$ cat config.mk
export PLATFORM = sky130hd
export DESIGN_NAME = pipelined_subtractor_flat
export DESIGN_NICKNAME = d
export VERILOG_FILES = /design/src/rtl/pipelined_subtractor_if.sv /design/src/rtl/pipelined_subtractor.sv /design/src/flat_wrapper.sv
export SDC_FILE = /design/constraint.sdc
export NUM_CORES = 1
export LEC_CHECK = 0
export BUFFER_PORTS_ARGS = -buffer_cell sky130_fd_sc_hd__buf_2
export CAP_MARGIN = 10
export CELL_PAD_IN_SITES_DETAIL_PLACEMENT = 1
export CELL_PAD_IN_SITES_GLOBAL_PLACEMENT = 1
export CORE_MARGIN = 2
export CORE_UTILIZATION = 40
export CTS_BUF_LIST = sky130_fd_sc_hd__clkbuf_16
export DETAILED_ROUTE_END_ITERATION = 10
export GPL_TIMING_DRIVEN = 0
export PLACE_DENSITY = 0.77
export RECOVER_POWER = 25
export REMOVE_ABC_BUFFERS = 1
export SETUP_SLACK_MARGIN = 0.4
export SLEW_MARGIN = 20
export SYNTH_ARGS = -nofsm -noshare
export SYNTH_HDL_FRONTEND = slang
export SYNTH_SLANG_ARGS = --single-unit
$ cat constraint.sdc
create_clock -name Clk -period 2.8 [get_ports Clk]
set_input_delay 0.14 -clock Clk [delete_from_list [all_inputs] [get_ports Clk]]
set_output_delay 0.14 -clock Clk [all_outputs]
set_load 0.005 [all_outputs]
$ cat src/rtl/pipelined_subtractor_if.sv
// Operand/result handshake bundle for pipelined_subtractor.
// The master side supplies operands and Out_Ready; the slave side is the subtractor.
interface pipelined_subtractor_if #(
    parameter int unsigned WIDTH = 16
);
    logic             In_Valid;
    logic             In_Ready;
    logic [WIDTH-1:0] In_A;
    logic [WIDTH-1:0] In_B;
    logic             Borrow_in;
    logic             Out_Valid;
    logic             Out_Ready;
    logic [WIDTH-1:0] Difference;
    logic             Borrow_out;
    logic             Overflow;

    modport master (
        output In_Valid, In_A, In_B, Borrow_in, Out_Ready,
        input  In_Ready, Out_Valid, Difference, Borrow_out, Overflow
    );

    modport slave (
        input  In_Valid, In_A, In_B, Borrow_in, Out_Ready,
        output In_Ready, Out_Valid, Difference, Borrow_out, Overflow
    );
endinterface

$ cat src/rtl/pipelined_subtractor.sv
// Pipelined WIDTH-bit subtractor, Difference = A - B - Borrow_in, one SW-bit borrow slice per stage.
// Whole pipeline advances together on !Out_Valid || Out_Ready; outputs come straight from last-stage flops.
module pipelined_subtractor #(
    parameter int unsigned WIDTH  = 16,
    parameter int unsigned STAGES = 4
) (
    input logic                   Clk,
    input logic                   Reset,
    pipelined_subtractor_if.slave io
);
    localparam int unsigned SW = WIDTH / STAGES;

    logic             adv;
    logic             valid_chain [STAGES+1];
    logic             brw_chain   [STAGES+1];
    logic [WIDTH-1:0] diff_chain  [STAGES+1];
    // Unprocessed operand bits, shifted so the next slice always sits at bit 0.
    logic [WIDTH-1:0] a_chain     [STAGES];
    logic [WIDTH-1:0] b_chain     [STAGES];
    logic             ovf_d;
    logic             ovf_q;

    assign adv         = !valid_chain[STAGES] || io.Out_Ready;
    assign io.In_Ready = adv;

    assign valid_chain[0] = io.In_Valid && adv;
    assign brw_chain[0]   = io.Borrow_in;
    assign diff_chain[0]  = '0;
    assign a_chain[0]     = io.In_A;
    assign b_chain[0]     = io.In_B;

    for (genvar k = 0; k < STAGES; k++) begin : g_stage
        logic [SW-1:0]    slice_c;
        logic             brw_c;
        logic             valid_d;
        logic             valid_q;
        logic             brw_d;
        logic             brw_q;
        logic [WIDTH-1:0] diff_d;
        logic [WIDTH-1:0] diff_q;

        assign {brw_c, slice_c} = {1'b0, a_chain[k][SW-1:0]}
                                - {1'b0, b_chain[k][SW-1:0]}
                                - (SW+1)'(brw_chain[k]);

        // New slice enters at the top; earlier slices shift down toward bit 0.
        always_comb begin
            valid_d = valid_q;
            brw_d   = brw_q;
            diff_d  = diff_q;
            if (adv) begin
                valid_d = valid_chain[k];
                brw_d   = brw_c;
                diff_d  = (diff_chain[k] >> SW) | (WIDTH'(slice_c) << (WIDTH - SW));
            end
        end

        always_ff @(posedge Clk or posedge Reset) begin
            if (Reset) begin
                valid_q <= 1'b0;
                brw_q   <= 1'b0;
                diff_q  <= '0;
            end else begin
                valid_q <= valid_d;
                brw_q   <= brw_d;
                diff_q  <= diff_d;
            end
        end

        assign valid_chain[k+1] = valid_q;
        assign brw_chain[k+1]   = brw_q;
        assign diff_chain[k+1]  = diff_q;

        if (k < STAGES - 1) begin : g_skew
            logic [WIDTH-1:0] a_d;
            logic [WIDTH-1:0] a_q;
            logic [WIDTH-1:0] b_d;
            logic [WIDTH-1:0] b_q;

            always_comb begin
                a_d = a_q;
                b_d = b_q;
                if (adv) begin
                    a_d = a_chain[k] >> SW;
                    b_d = b_chain[k] >> SW;
                end
            end

            always_ff @(posedge Clk or posedge Reset) begin
                if (Reset) begin
                    a_q <= '0;
                    b_q <= '0;
                end else begin
                    a_q <= a_d;
                    b_q <= b_d;
                end
            end

            assign a_chain[k+1] = a_q;
            assign b_chain[k+1] = b_q;
        end else begin : g_sign
            // Top slice carries the operand sign bits at position SW-1.
            always_comb begin
                ovf_d = ovf_q;
                if (adv) begin
                    ovf_d = (a_chain[k][SW-1] != b_chain[k][SW-1])
                         && (slice_c[SW-1] != a_chain[k][SW-1]);
                end
            end

            always_ff @(posedge Clk or posedge Reset) begin
                if (Reset) begin
                    ovf_q <= 1'b0;
                end else begin
                    ovf_q <= ovf_d;
                end
            end
        end
    end

    assign io.Out_Valid  = valid_chain[STAGES];
    assign io.Difference = diff_chain[STAGES];
    assign io.Borrow_out = brw_chain[STAGES];
    assign io.Overflow   = ovf_q;
endmodule
$ cat src/flat_wrapper.sv
// flat-port wrapper written by rule: the top's interface ports become plain ports
module pipelined_subtractor_flat 
#(
    parameter int unsigned WIDTH  = 16,
    parameter int unsigned STAGES = 4
)
  (Clk, Reset, io_In_Valid, io_In_A, io_In_B, io_Borrow_in, io_Out_Ready, io_In_Ready, io_Out_Valid, io_Difference, io_Borrow_out, io_Overflow);
  pipelined_subtractor_if #(.WIDTH(WIDTH)) io_i ();
  input logic Clk;
  input logic Reset;
  input wire logic [$bits(io_i.In_Valid)-1:0] io_In_Valid;
  input wire logic [$bits(io_i.In_A)-1:0] io_In_A;
  input wire logic [$bits(io_i.In_B)-1:0] io_In_B;
  input wire logic [$bits(io_i.Borrow_in)-1:0] io_Borrow_in;
  input wire logic [$bits(io_i.Out_Ready)-1:0] io_Out_Ready;
  output wire logic [$bits(io_i.In_Ready)-1:0] io_In_Ready;
  output wire logic [$bits(io_i.Out_Valid)-1:0] io_Out_Valid;
  output wire logic [$bits(io_i.Difference)-1:0] io_Difference;
  output wire logic [$bits(io_i.Borrow_out)-1:0] io_Borrow_out;
  output wire logic [$bits(io_i.Overflow)-1:0] io_Overflow;
  assign io_i.In_Valid = io_In_Valid;
  assign io_i.In_A = io_In_A;
  assign io_i.In_B = io_In_B;
  assign io_i.Borrow_in = io_Borrow_in;
  assign io_i.Out_Ready = io_Out_Ready;
  assign io_In_Ready = io_i.In_Ready;
  assign io_Out_Valid = io_i.Out_Valid;
  assign io_Difference = io_i.Difference;
  assign io_Borrow_out = io_i.Borrow_out;
  assign io_Overflow = io_i.Overflow;
  pipelined_subtractor #(.WIDTH(WIDTH), .STAGES(STAGES)) u_core (.Clk(Clk), .Reset(Reset), .io(io_i));
endmodule
==> summary by stage <==
Drt
After the first detailed-routing iteration, the DRC count stood at 69. The DRC violation count after routing is 0. The final routed wirelength across all metal layers is between 8000 and 9000 µm. The routed layout has roughly 3200 vias. The remaining antenna violation count is 0. The via density per instance is 4.64. In the final routed layout, each cell accounts on average for 12.2 µm. The pre-antenna-repair detailed-routing pass consisted of 4 iterations.

GRT
The largest net degree at the start of global routing is 67. The initial antenna violation count was 0. The overall routing resource usage is 0.155. The total overflow reported by the global router is 0. The first global-routing pass estimated 14400 µm of wire. The number of global-route vias before repair is about 3200.

Floorplanning
For this configuration, the core starts out at a cell density of 0.410. The die is 109 µm wide. The row count is 38. The core region is 10800 µm².

The full die area is 11900 µm². The top-level port count is 57. From bottom edge to top edge, the die measures ~110 µm.

Setup path
The critical path goes through inv_1 -> fa_1 -> fa_1 -> nand2b_1 -> a21oi_1 -> xnor2_1 -> a21oi_1. STA puts the critical path data required time at 3.00 ns. The most critical setup path has its startpoint at u_core.g_stage[0].g_skew.b_q[0].

At the worst endpoint, the arrival time is between 2 and 2.5 ns. The number of cells on the worst reg-to-reg path is 7. The largest single stage delay on the critical path is 0.48 ns. Of all nets on the critical path, the largest fanout is 2. The endpoint of the most critical setup path is u_core.g_stage[1].brw_q. The critical path crosses 7 cells after its start point.

The endpoint class of the critical path is a flip-flop. The worst setup path is launched from a flip-flop. The number of buffers and inverters on the critical path is 1. The slowest stage of the critical path belongs to the cell fa_1. The worst setup path is of the flip-flop to flip-flop kind. For flop-to-flop paths, the worst setup slack is 0.77 ns. Among cell families on the critical path, the largest total delay comes from adder cells. The endpoint of the lowest-slack register-to-register path is u_core.g_stage[1].brw_q. The worst register-to-register path begins at u_core.g_stage[0].g_skew.b_q[0].

Placement
The pre-CTS setup slack is 0.787 ns. In this run the tool buffered the top-level ports with 56 buffer cells. The congestion estimate from routability-driven global placement came to 0.727.

The half-perimeter wire length after detailed placement is 5660 µm.

Power
For this design the static power due to leakage is between 2 and 3 nW. Power spread over the standard cell area amounts to 1110 nW/µm². Overall power consumption after layout is estimated at between 5 and 6 mW.

The maximum ir drop on the vdd rail is 0.374 mV.

CTS
The maximum clock path buffer count is 2. In this run, post-CTS repair resized a total of 0 instances. The clock latency of the later-clocked register in the worst-skew pair is roughly 0.34 ns. The number of clock sinks is 97.

The number of buffers created by CTS is 9. After clock tree synthesis, the clock-pin slew on the worst setup and hold paths is 0.06 ns. The clock tree root driver cell is clkbuf_16. The clock tree from TritonCTS is yes. The H-tree generated during clock tree synthesis spans 3 levels.

Logic synthesis
The register bit total from synthesis is just under 100. The synthesized netlist occupies a cell area of 4420 µm². Of the synthesized area, sequential elements account for 0.549. The Yosys step of the flow raised 0 warnings. In this run the mean area of a mapped cell was 9.23 µm². In the synthesized netlist, the number of instances is 479. Counting distinct cell types in the post-synthesis netlist gives 21.

Job
The number of max-cap violations is 1.

Timing
The relative slew slack is -0.105. The worst hold margin is 0.00568 ns. The final setup slack of the worst path is 0.774 ns. The achievable frequency is 0.494 GHz. The number of max-slew violations in the final report came to 35. The worst clock skew is between 0.006 and 0.007 ns.

Setup repair after global routing left no endpoint under its margin. The final count of hold timing violations is 0. At the pin with the least slew margin, the transition time is 1.65 ns.

The total of endpoints with negative setup slack in the final report is 0. The final period utilization is 0.723. The smallest clock period supported by the final layout is computed as between 2 and 2.5 ns.

Final layout
The net count of the finished layout is between 600 and 700. The top cell types in the final layout, fill and taps aside, are nand2_1 (221), dfrtp_1 (97), buf_2 (47). In the final layout, the share of cells above drive strength 1 is 0.119.

The utilization after layout is 0.484. The synthesis-to-finish area growth is 18.3%. The most common cell after layout, fill and taps aside is nand2_1. 0 antenna diodes ended up in the layout.

Min path
In this run the worst hold path is classified as input pin to flip-flop.

Run status
The final reports fail on max-capacitance violations, max-slew violations. The run finished, with violations left.
-- power breakdown --
group / leakage (nW) / switching, mW / internal (mW) / total, mW
registers: 1.17 / 0.317 / 2.02 / 2.34
clock network: 0.130 / 0.472 / 0.576 / 1.05
logic: 1.46 / 1.32 / 1.08 / 2.40
-- metal layers --
layer,track usage,vias up,part of all wire
li1,-,1593,-
met1,0.188,1530,0.43
met2,0.272,41,0.52
met3,0.0227,13,0.028
met4,0.0714,0,0.021
met5,0,-,0
-- synth_stat cells --
master / instances / area, µm²
fa_1: 8 / 160
inv_2: 1 / 3.75
xor2_1: 1 / 8.76
buf_4: 4 / 30.0
o31ai_2: 1 / 12.5
a31oi_1: 4 / 25.0
inv_1: 33 / 124
nand2_1: 221 / 830
nor2_1: 9 / 33.8
o21ai_0: 15 / 75.1
dfrtp_1: 97 / 2430
nand2b_1: 9 / 56.3
clkbuf_1: 1 / 3.75
a21oi_1: 9 / 45.0
xnor2_1: 13 / 114
o21ai_1: 8 / 40.0
ha_1: 24 / 300
buf_6: 2 / 22.5
buf_2: 14 / 70.1
nor2b_2: 1 / 8.76
nand3b_1: 4 / 30.0
-- cell type report --
type	instances	area, µm²
tap	140	175
inverter	34	131
sequential	97	2430
fill	1267	5560
timing repair buffer	73	507
clock inverter	5	18.8
multi-input combinational	327	1740
clock buffer	9	225
-- tightest hold or removal path, stage by stage --
cell     delay (ns)
buf_2          0.07
nand2_1        0.04
nand2_1        0.05
-- metrics by stage --
stage / area, µm² / std cells / setup TNS (ns)
after floorplan: 4290 / 458 / -62.37
after global placement: 4750 / 654 / -340.56
after detailed placement: 4880 / 659 / 0
after CTS: 5240 / 685 / 0
after global routing: 5230 / 685 / 0
final: 5230 / 685 / 0
-- flip-flops by register name (all words and copies together), names as in the netlist --
name	count
u_core.g_stage.diff_q	24
u_core.g_stage.g_skew.a_q	24
u_core.g_stage.g_skew.b_q	24
u_core.io.Difference	16
u_core.g_stage.brw_q	3
u_core.g_stage.valid_q	3
u_core.io.Borrow_out	1
u_core.io.Out_Valid	1
u_core.io.Overflow	1
-- repair_timing --
| action | CTS | global route |
|---|---|---|
| hold buffers | 12 | 0 |
| hold endpoints to repair | 45 | 0 |
| setup endpoints to repair | 0 | 0 |
| setup buffers | 0 | 0 |
-- kinds of logic (layout without fill, tap and decap cells) --
family          count (synthesis)  count (layout)  synth area share
compound gates                 37              37            0.0447
xor+xnor                       14              14            0.0277
fa+ha+maj                      32              32             0.104
buf+inv                        55             121            0.0575
flops                          97              97             0.549
simple gates                  244             244             0.217
-- worst min-delay path by stage --
stage / cells past startpoint / to / from
after floorplan: 2 / u_core.g_stage[0].g_skew.a_q[10] / io_In_A[14]
after global placement: 3 / u_core.g_stage[0].g_skew.b_q[5] / io_In_B[9]
after detailed placement: 2 / u_core.io.Difference[1] / Reset
after CTS: 3 / u_core.g_stage[0].valid_q / io_In_Valid
after global routing: 3 / u_core.g_stage[0].valid_q / io_In_Valid
final: 3 / u_core.g_stage[0].valid_q / io_In_Valid
(Power assumes the default switching activity.)
